[config.mk]
export PLATFORM = sky130hd
export DESIGN_NAME = ifetch
export DESIGN_NICKNAME = d
export VERILOG_FILES = /design/src/rtl/ifetch_pkg.sv /design/src/rtl/ifetch_insn_len.sv /design/src/rtl/ifetch.sv
export SDC_FILE = /design/constraint.sdc
export NUM_CORES = 1
export LEC_CHECK = 0
export ABC_CLOCK_PERIOD_IN_PS = 2500
export CORE_MARGIN = 5
export CORE_UTILIZATION = 45
export DETAILED_ROUTE_END_ITERATION = 12
export GPL_TIMING_DRIVEN = 0
export HOLD_SLACK_MARGIN = 0.03
export PLACE_DENSITY_LB_ADDON = 0.15
export SLEW_MARGIN = 0
export SYNTH_ARGS = -nofsm -noshare
export SYNTH_HDL_FRONTEND = slang
export SYNTH_SLANG_ARGS = --single-unit
[constraint.sdc]
create_clock -name clk_i -period 2.5 [get_ports clk_i]
set_input_delay 0.25 -clock clk_i [delete_from_list [all_inputs] [get_ports clk_i]]
set_output_delay 0.25 -clock clk_i [all_outputs]
set_load 0.02 [all_outputs]
[src/rtl/ifetch_pkg.sv]
// Shared definitions for the instruction fetch unit: fetch states, reset-vector
// location and the opcode-to-length rule (also usable by the core for PC+len).
package ifetch_pkg;

  typedef enum logic [3:0] {
    S_RST,
    S_VLO,
    S_VHI,
    S_VCAP,
    S_FETCH,
    S_DEC,
    S_OP1,
    S_OP2,
    S_OUT
  } fetch_state_e;

  localparam logic [15:0] RESET_VEC_DEFAULT = 16'hFFFC;

  // First match wins: the 1-byte group must be tested before the 3-byte group.
  function automatic logic [1:0] opcode_len(input logic [7:0] op);
    logic [1:0] len;
    if (op == 8'h40 || op == 8'h60 || op ==? 8'b???_?10_?0) begin
      len = 2'd1;
    end else if (op == 8'h20 || op ==? 8'b???_011_?? ||
                 op ==? 8'b???_110_?1 || op ==? 8'b???_111_??) begin
      len = 2'd3;
    end else begin
      len = 2'd2;
    end
    return len;
  endfunction

endpackage

[src/rtl/ifetch_insn_len.sv]
// Combinational opcode sizer (1..3 bytes); shared with the core for pushes.
module ifetch_insn_len
  import ifetch_pkg::*;
(
  input  logic [7:0] opcode_i,
  output logic [1:0] len_o
);

  assign len_o = opcode_len(opcode_i);

endmodule

[src/rtl/ifetch.sv]
// Instruction fetch unit: loads PC from the reset vector, assembles 1-3 byte
// instructions from a 1-cycle-latency byte memory and hands them to the core.
module ifetch
  import ifetch_pkg::*;
#(
  parameter logic [15:0] RESET_VEC = RESET_VEC_DEFAULT
) (
  input  logic        clk_i,
  input  logic        rst_ni,
  output logic        mem_rd_o,
  output logic [15:0] mem_addr_o,
  input  logic [7:0]  mem_rdata_i,
  output logic        insn_valid_o,
  input  logic        insn_ready_i,
  output logic [7:0]  insn_opcode_o,
  output logic [15:0] insn_operand_o,
  output logic [1:0]  insn_len_o,
  output logic [15:0] insn_pc_o,
  input  logic        redirect_i,
  input  logic [15:0] redirect_pc_i
);

  fetch_state_e state_q, state_d;
  logic [15:0]  pc_q, pc_d;
  logic         valid_q, valid_d;
  logic [7:0]   opcode_q, opcode_d;
  logic [15:0]  operand_q, operand_d;
  logic [1:0]   len_q, len_d;
  logic [15:0]  ipc_q, ipc_d;
  logic [1:0]   dec_len;
  logic         xfer;
  logic         redir_act;

  ifetch_insn_len u_insn_len (
    .opcode_i (mem_rdata_i),
    .len_o    (dec_len)
  );

  assign xfer = valid_q && insn_ready_i;

  // The vector load cannot be interrupted; redirects only act once a PC exists.
  always_comb begin
    redir_act = 1'b0;
    if (redirect_i) begin
      unique case (state_q)
        S_FETCH, S_DEC, S_OP1, S_OP2, S_OUT: redir_act = 1'b1;
        default:                             redir_act = 1'b0;
      endcase
    end
  end

  always_comb begin
    state_d    = state_q;
    pc_d       = pc_q;
    opcode_d   = opcode_q;
    operand_d  = operand_q;
    len_d      = len_q;
    ipc_d      = ipc_q;
    mem_rd_o   = 1'b0;
    mem_addr_o = 16'h0000;

    unique case (state_q)
      S_RST: state_d = S_VLO;
      S_VLO: begin
        mem_rd_o   = 1'b1;
        mem_addr_o = RESET_VEC;
        state_d    = S_VHI;
      end
      S_VHI: begin
        pc_d[7:0]  = mem_rdata_i;
        mem_rd_o   = 1'b1;
        mem_addr_o = RESET_VEC + 16'd1;
        state_d    = S_VCAP;
      end
      S_VCAP: begin
        pc_d[15:8] = mem_rdata_i;
        state_d    = S_FETCH;
      end
      S_FETCH: begin
        mem_rd_o   = 1'b1;
        mem_addr_o = pc_q;
        state_d    = S_DEC;
      end
      S_DEC: begin
        opcode_d  = mem_rdata_i;
        len_d     = dec_len;
        ipc_d     = pc_q;
        operand_d = 16'h0000;
        if (dec_len != 2'd1) begin
          mem_rd_o   = 1'b1;
          mem_addr_o = pc_q + 16'd1;
          state_d    = S_OP1;
        end else begin
          state_d = S_OUT;
        end
      end
      S_OP1: begin
        operand_d[7:0] = mem_rdata_i;
        if (len_q == 2'd3) begin
          mem_rd_o   = 1'b1;
          mem_addr_o = pc_q + 16'd2;
          state_d    = S_OP2;
        end else begin
          state_d = S_OUT;
        end
      end
      S_OP2: begin
        operand_d[15:8] = mem_rdata_i;
        state_d         = S_OUT;
      end
      S_OUT: begin
        // Back-to-back: the next opcode read overlaps the transfer cycle.
        if (xfer) begin
          pc_d       = pc_q + {14'b0, len_q};
          mem_rd_o   = 1'b1;
          mem_addr_o = pc_q + {14'b0, len_q};
          state_d    = S_DEC;
        end
      end
      default: state_d = S_RST;
    endcase

    if (redir_act) begin
      pc_d       = redirect_pc_i;
      mem_rd_o   = 1'b1;
      mem_addr_o = redirect_pc_i;
      state_d    = S_DEC;
    end

    valid_d = (state_d == S_OUT);
  end

  always_ff @(posedge clk_i or negedge rst_ni) begin
    if (!rst_ni) begin
      state_q   <= S_RST;
      pc_q      <= 16'h0000;
      valid_q   <= 1'b0;
      opcode_q  <= 8'h00;
      operand_q <= 16'h0000;
      len_q     <= 2'd1;
      ipc_q     <= 16'h0000;
    end else begin
      state_q   <= state_d;
      pc_q      <= pc_d;
      valid_q   <= valid_d;
      opcode_q  <= opcode_d;
      operand_q <= operand_d;
      len_q     <= len_d;
      ipc_q     <= ipc_d;
    end
  end

  assign insn_valid_o   = valid_q;
  assign insn_opcode_o  = opcode_q;
  assign insn_operand_o = operand_q;
  assign insn_len_o     = len_q;
  assign insn_pc_o      = ipc_q;

endmodule

==> results of run 1 <==
through the flow:
step / instance area, µm² / power, mW / setup slack [ps] / TNS [ps] / std cells
6_report: 6690 / 10.3 / -334 / -3290 / 806
3_5_place_dp: 5320 / 7.60 / -1290 / -17410 / 720
3_3_place_gp: 5320 / 7.55 / -1260 / -78590 / 720
5_1_grt: 6690 / 10.8 / -414 / -4380 / 806
2_1_floorplan: 4290 / 5.37 / 7.56 / 0 / 504
4_1_cts: 6320 / 9.63 / -315 / -2330 / 779
worst min-delay path: stages:
cell and delay [ps]:
buf_6 120, nand2_1 50, o21ai_0 70
Yosys cell counts, types with 3 or more instances:
cell type / count
a2111oi_0: 3
a211oi_1: 3
a21o_1: 4
a21oi_1: 26
a221oi_1: 7
a22o_1: 16
a2bb2oi_1: 3
a31oi_1: 16
a32oi_1: 3
buf_2: 6
clkbuf_1: 28
dfrtp_1: 62
ha_1: 4
inv_1: 5
mux2_2: 27
nand2_1: 71
nand2b_1: 4
nand3_1: 13
nand4_1: 5
nor2_1: 36
nor2b_1: 3
nor3_1: 16
nor4_1: 5
o211ai_1: 4
o21ai_0: 45
o21ai_1: 3
o21bai_1: 5
o22a_1: 5
o22ai_1: 5
or2_2: 7
or3_1: 7
xnor2_1: 11
xor2_1: 3
cell type report:
cell class | instances | area, µm²
well taps | 129 | 161
plain buffers | 36 | 272
fillers | 704 | 2550
clock buffers | 9 | 124
flip-flops and latches | 63 | 1590
repair buffers | 160 | 1410
multi-input cells | 397 | 3010
inverters | 5 | 18.8
clock inverters | 7 | 97.6
final timing paths:
check                                    endpoint  slack, ps  depth (start not counted)
worst max-delay path               mem_addr_o[15]       -330                          7
worst min-delay path            insn_operand_o[9]        200                          3
worst max register to register            pc_q[6]         50                          7
worst min register to register  insn_operand_o[8]        490                          2
max in group asynchronous                 pc_q[0]       1370                          2
min in group asynchronous              state_q[2]        540                          2
cell families after synthesis:
kind of cell    share of synthesized area [%]
fa+ha+maj                                1.64
compound gates                           26.2
xor+xnor                                 2.86
mux                                      7.33
flops                                    36.8
simple gates                             20.7
buf+inv                                  4.38
flip-flops by register name, indices dropped and copies added (netlist names):
name,count
insn_operand_o,16
insn_pc_o,16
pc_q,16
insn_opcode_o,8
state_q,4
insn_len_o,2
insn_valid_o,1
per-layer routing:
metal	global-route usage, %	vias to the layer above	routed length (µm)
li1	-	2223	-
met1	40.7	2473	7210
met2	46.1	332	8060
met3	6.54	69	1800
met4	13.3	0	708
met5	0	-	0
placed cells by master (no fill, tap or decap), types with 6 or more instances in the layout:
| master | n |
|---|---|
| buf_2 | 7 |
| o21ai_1 | 13 |
| a31oi_1 | 16 |
| nor3_1 | 8 |
| o21ai_0 | 33 |
| clkbuf_2 | 7 |
| a22o_1 | 16 |
| mux2_2 | 26 |
| clkbuf_8 | 10 |
| buf_4 | 73 |
| clkbuf_1 | 8 |
| dfrtp_1 | 54 |
| nand3_1 | 8 |
| dfrtp_2 | 8 |
| xnor2_1 | 11 |
| clkdlybuf4s50_1 | 62 |
| or2_2 | 6 |
| a21oi_1 | 23 |
| clkbuf_4 | 9 |
| or3_1 | 6 |
| nor2_1 | 32 |
| nand2_1 | 65 |
| buf_6 | 18 |
timing repair:
action | in CTS | in global routing
hold endpoints to repair | 22 | 0
setup buffers | 45 | 29
resized for setup | 238 | 42
setup endpoints to repair | 27 | 29
pin swaps | 38 | 24
hold buffers | 1 | 0
cloned | 0 | 0
report_power, final:
group | switching [mW] | internal (mW) | total [mW] | leakage (nW)
registers | 0.408 | 1.51 | 1.92 | 0.753
clock network | 0.477 | 0.563 | 1.04 | 0.105
logic | 4.06 | 3.25 | 7.31 | 1.85
total | 4.94 | 5.32 | 10.3 | 2.71
==> results by group, run 1 <==
Clocking
  – CTS H-Tree Depth: 3
  – CTS Buffer Depth: 2
  – Clk_lat worst skew: 360 ps
  – Root buf cell: clkbuf_8
  – CTS tree: done
  – Clk sinks: 63
  – Clk slew on worst S/H paths: 90 ps
  – CTS Buf Count: 9

Logic synthesis
  – Top cell type's share of synthesized area: 36.2%
  – FF+latch count, synth: 63
  – Syn Inst Count: 504
  – Number of distinct library cells after synthesis: 66
  – Seq/Total Area, Yosys: 36.8%
  – Synth warn: 0
  – Cell area after synthesis: 0.00428 mm²
  – Most area-consuming cells after synthesis: dfrtp_1 36%, mux2_2 7.1%, nand2_1 6.2%
  – Syn Area/Cell: 8.50 µm²
  – Syn Nets: 537
  – Post-synth EDFFs: 0
  – Post-synth ARST share: 100%
  – Post-synth top area cell: dfrtp_1
  – Predominant post-synthesis flop cell: dfrtp_1

Floorplan
  – Core area: 0.00924 mm²
  – Num rows: 35
  – Starting Density: 46.3%
  – DIE WIDTH: 108 µm
  – Die Y: 108 µm
  – Die area: 0.0116 mm²
  – I/O pin count: 88

Power
  – VDD IR-drop max: 0.819 mV
  – PD cells: 1540 mW/mm²
  – Leakage: 2.71 nW

Outcome
  – Failing checks: negative setup slack
  – Status: complete, but fails checks

Critical path
  – CP required: 2250 ps
  – Worst Setup SP: pc_q[11]
  – Crit path arrival time: 2580 ps
  – CP Max Fanout: 7
  – Worst R2R Start: state_q[3]
  – Critical Path Max Stage Delay: 500 ps
  – Worst path top cell family by delay: simple AND/OR/NAND/NOR gates
  – Critical path type: reg -> out
  – Crit path cell chain: nand2_4, or4_4, or4_4, mux2_4, o31ai_4, or4_4, buf_6
  – CP max-delay cell: or4_4
  – CP most frequent cell: or4_4
  – Startpoint types: flop
  – Setup crit end kind: output port
  – Buf/Inv on CP: 1

Min path
  – HP Class: in -> reg
  – Hold path start: mem_rdata_i[1]

Placement
  – RD Place Congestion: 0.969
  – Port buffer count: 87
  – DP Wirelength: 11100 µm

STA
  – Period Utilization, post-route: 113%
  – Worst slew pin tran: 825 ps
  – Endpoints failing hold: 0
  – Final WS setup: -334 ps
  – Clk_skew: 11.6 ps
  – Max-slew violations: 0
  – Crit path time final: 2830 ps
  – Slew Limit Headroom: 45.0%
  – Worst Hold Slack: 197 ps
  – RSZ-0062 raised after global routing: true
  – FMAX: 0.353 GHz
  – # setup viols final: 15

GRT
  – GRT overflow: 0
  – Global-route wire length before repair: 26900 µm
  – Largest net degree at the start of global routing: 64
  – GRT Overall Usage: 30.1%
  – Antenna violations before repair: 0
  – Vias in the first global route: 4919

Drt
  – Starting DRT DRC Count: 639
  – Drt total wl: 17800 µm
  – Via/cell ratio: 6.32
  – Drc violations: 0
  – DR pass1 iterations: 5
  – DR vias: 5097
  – Drt wl/cell: 22.1 µm
  – Post-route ant nets: 0

Finish
  – Area delta synth->final: 56.1%
  – Share of cells above drive strength 1: 36.6%
  – Post-layout util: 72.3%
  – Antenna Cells: 0
  – NumNets Final: 705

Run
  – Maxcap violations: 0
Note: power is estimated with default switching activity, not from simulation.
==> run 2: changes to the inputs <==
Settings changed: ABC_CLOCK_PERIOD_IN_PS 2500 to 2300.
Clock period 2.5 ns to 2.3 ns, I/O delays scaled along.
==> run 2 against run 1 <==
The flow still finishes with violations (negative setup slack). Die area is the same. Largest cell class unchanged. Sequential power grew 5%. Highest routed layer unchanged. Wire length shrank 2.5%. Clock skew is essentially flat. Critical path depth grew 2. Power grew 8.3%. Sequential share of layout area shrank 0.35 points. Core utilization grew 1.0 points. Cell area grew 1.4%.
==> results by group, run 2 (synthesis gave the netlist of run 1 again) <==
Outcome
  – Status: complete, but fails checks
  – Failing checks: negative setup slack

Min path
  – HP Class: in -> reg
  – Hold Path Cell Cnt: 3 (unchanged)
  – Hold path start: mem_rdata_i[6]

Drt
  – Starting DRT DRC Count: 479 (-25%)
  – DR vias: 4953 (-2.8%)
  – Post-route ant nets: 0 (unchanged)
  – Via/cell ratio: 6.15 (-2.8%)
  – Metal3 WL: 1610 µm (-10%)
  – Drc violations: 0 (unchanged)
  – DR pass1 iterations: 5 (unchanged)
  – Top Metal Used: met4
  – Drt wl/cell: 21.5 µm (-2.5%)
  – WL met1: 7160 µm (-0.65%)
  – Drt total wl: 17300 µm (-2.5%)
  – Met2 Wirelength: 7990 µm (-0.86%)

Placement
  – DP Wirelength: 11200 µm (+1.1%)
  – RD Place Congestion: 0.958 (-1.2%)
  – Dpl cells: 720 (unchanged)
  – Port buffer count: 87 (unchanged)
  – Post-DP Area: 0.00539 mm² (+1.3%)

GRT
  – GRT Overall Usage: 29.4% (-0.66 points)
  – Largest net degree at the start of global routing: 64 (unchanged)
  – Antenna violations before repair: 0 (unchanged)
  – Global-route wire length before repair: 26500 µm (-1.6%)
  – GRT overflow: 0 (unchanged)
  – Vias in the first global route: 4869 (-1.0%)

STA
  – FMAX: 0.357 GHz
  – Worst slew pin tran: 815 ps (-9.40 ps)
  – Crit path time final: 2800 ps
  – Slew Limit Headroom: 45.7% (+0.63 points)
  – # setup viols final: 16 (+1)
  – Endpoints failing hold: 0 (unchanged)
  – Period Utilization, post-route: 122%
  – Final WS setup: -498 ps (-164 ps)
  – Clk_skew: 11.6 ps (+0.0330 ps)
  – Max-slew violations: 0 (unchanged)
  – RSZ-0062 raised after global routing: true
  – Worst Hold Slack: 179 ps (-18.3 ps)

Finish
  – Share of cells above drive strength 1: 38.8% (+2.2 points)
  – Post-Layout Cell Count: 806 (unchanged)
  – Highest-count cells in the layout ignoring fill and taps: 72 x buf_4, 66 x nand2_1, 62 x clkdlybuf4s50_1
  – Antenna Cells: 0 (unchanged)
  – Post-layout util: 73.4% (+1.0 points)
  – Area delta synth->final: 58.4%
  – Most common cell after layout, fill and taps aside: buf_4
  – Final Instance Area: 0.00678 mm² (+1.4%)
  – NumNets Final: 705 (unchanged)

Clocking
  – Root buf cell: clkbuf_8
  – CTS Buffer Depth: 2 (unchanged)
  – CTS tree: done
  – Clk sinks: 63 (unchanged)
  – Clk slew on worst S/H paths: 90 ps (about the same)
  – CTS Buf Count: 9 (unchanged)
  – Clk_lat worst skew: 360 ps (about the same)
  – CTS H-Tree Depth: 3 (unchanged)

Floorplan
  – Die area: 0.0116 mm² (unchanged)
  – Starting Density: 46.3% (unchanged)
  – Num rows: 35 (unchanged)
  – Die Y: 108 µm (unchanged)
  – I/O pin count: 88 (unchanged)
  – Core area: 0.00924 mm² (unchanged)
  – DIE WIDTH: 108 µm (unchanged)

Critical path
  – R2R cell count: 10 (+3)
  – Crit path cell chain: buf_6, nand2_2, or4_4, buf_6, a21oi_1, o21bai_1, a31oi_1, or4_4, buf_6
  – Critical path type: reg -> out
  – Instance count on the critical path: 9 (+2)
  – CP Max Fanout: 4 (-3)
  – CP required: 2070 ps (-180 ps)
  – CP most frequent cell: buf_6
  – Setup crit end kind: output port
  – Worst R2R Start: pc_q[0]
  – Critical Path Max Stage Delay: 550 ps (+50 ps)
  – Startpoint types: flop
  – Worst Setup SP: pc_q[10]
  – Buf/Inv on CP: 3 (+2)
  – Worst path top cell family by delay: simple AND/OR/NAND/NOR gates
  – CP max-delay cell: or4_4
  – Crit path arrival time: 2570 ps (about the same)

Power
  – PnR Total Power: 11.1 mW (+8.3%)
  – Leakage: 2.76 nW (+1.8%)
  – PD cells: 1640 mW/mm² (+6.8%)
  – VDD IR-drop max: 0.868 mV (+6.0%)

Run
  – Maxcap violations: 0 (unchanged)
## run 2: changes by cell type in the layout (fill, tap and decap cells not counted), sizes merged
cell,delta
clkbuf,+4
dlygate4sd2,-3
bufinv,-2
inv,+2
clkinvlp,-1
## run 2: worst register-to-register path: cells and delay by family (launching register included)
family / cells / cell delay, ps
simple gates: 3 / 300
fa+ha+maj: 2 / 580
flops: 1 / 440
xor+xnor: 1 / 150
compound gates: 1 / 90
buf+inv: 2 / 300
mux: 1 / 280
## run 2: stage by stage
step | worst slack [ps] | TNS [ps]
finish | -498 | -5540
global route | -537 | -6820
CTS | -512 | -5420
detailed placement | -1450 | -23990
global placement | -1430 | -94500
floorplan | -82.3 | -171
## run 2: routing by layer
metal  up-vias  GRT usage [%]
li1       2210              -
met1      2418           40.4
met5         -              0
met3        51           6.66
met4         0           9.38
met2       274           46.0
## run 2: repair_timing
item | CTS | global route
endpoints found under the hold margin | 62 | 0
pin swaps | 30 | 34
resized for setup | 213 | 80
hold buffers | 1 | 0
cloned | 0 | 1
setup buffers | 43 | 28
endpoints found under the setup margin | 36 | 22
## run 2: path summary, 6_finish.rpt
| path | slack [ps] | end |
|---|---|---|
| worst max-delay path | -500 | mem_addr_o[15] |
| worst min-delay path | 180 | insn_operand_o[14] |
| worst max register to register | 40 | pc_q[6] |
| worst min register to register | 490 | insn_operand_o[11] |
| max in group asynchronous | 1190 | pc_q[1] |
| min in group asynchronous | 520 | pc_q[12] |
## run 2: final cells by class
type | instances | area (µm²)
multi-input combinational | 397 | 3100
sequential | 63 | 1590
fill | 712 | 2460
clock inverter | 6 | 43.8
clock buffer | 10 | 138
buffer | 36 | 303
inverter | 5 | 18.8
tap | 129 | 161
timing repair buffer | 160 | 1430
## run 2: report_power, final
part	internal (mW)	switching, mW
registers	1.64	0.383
logic	3.66	4.50
clock network	0.426	0.515
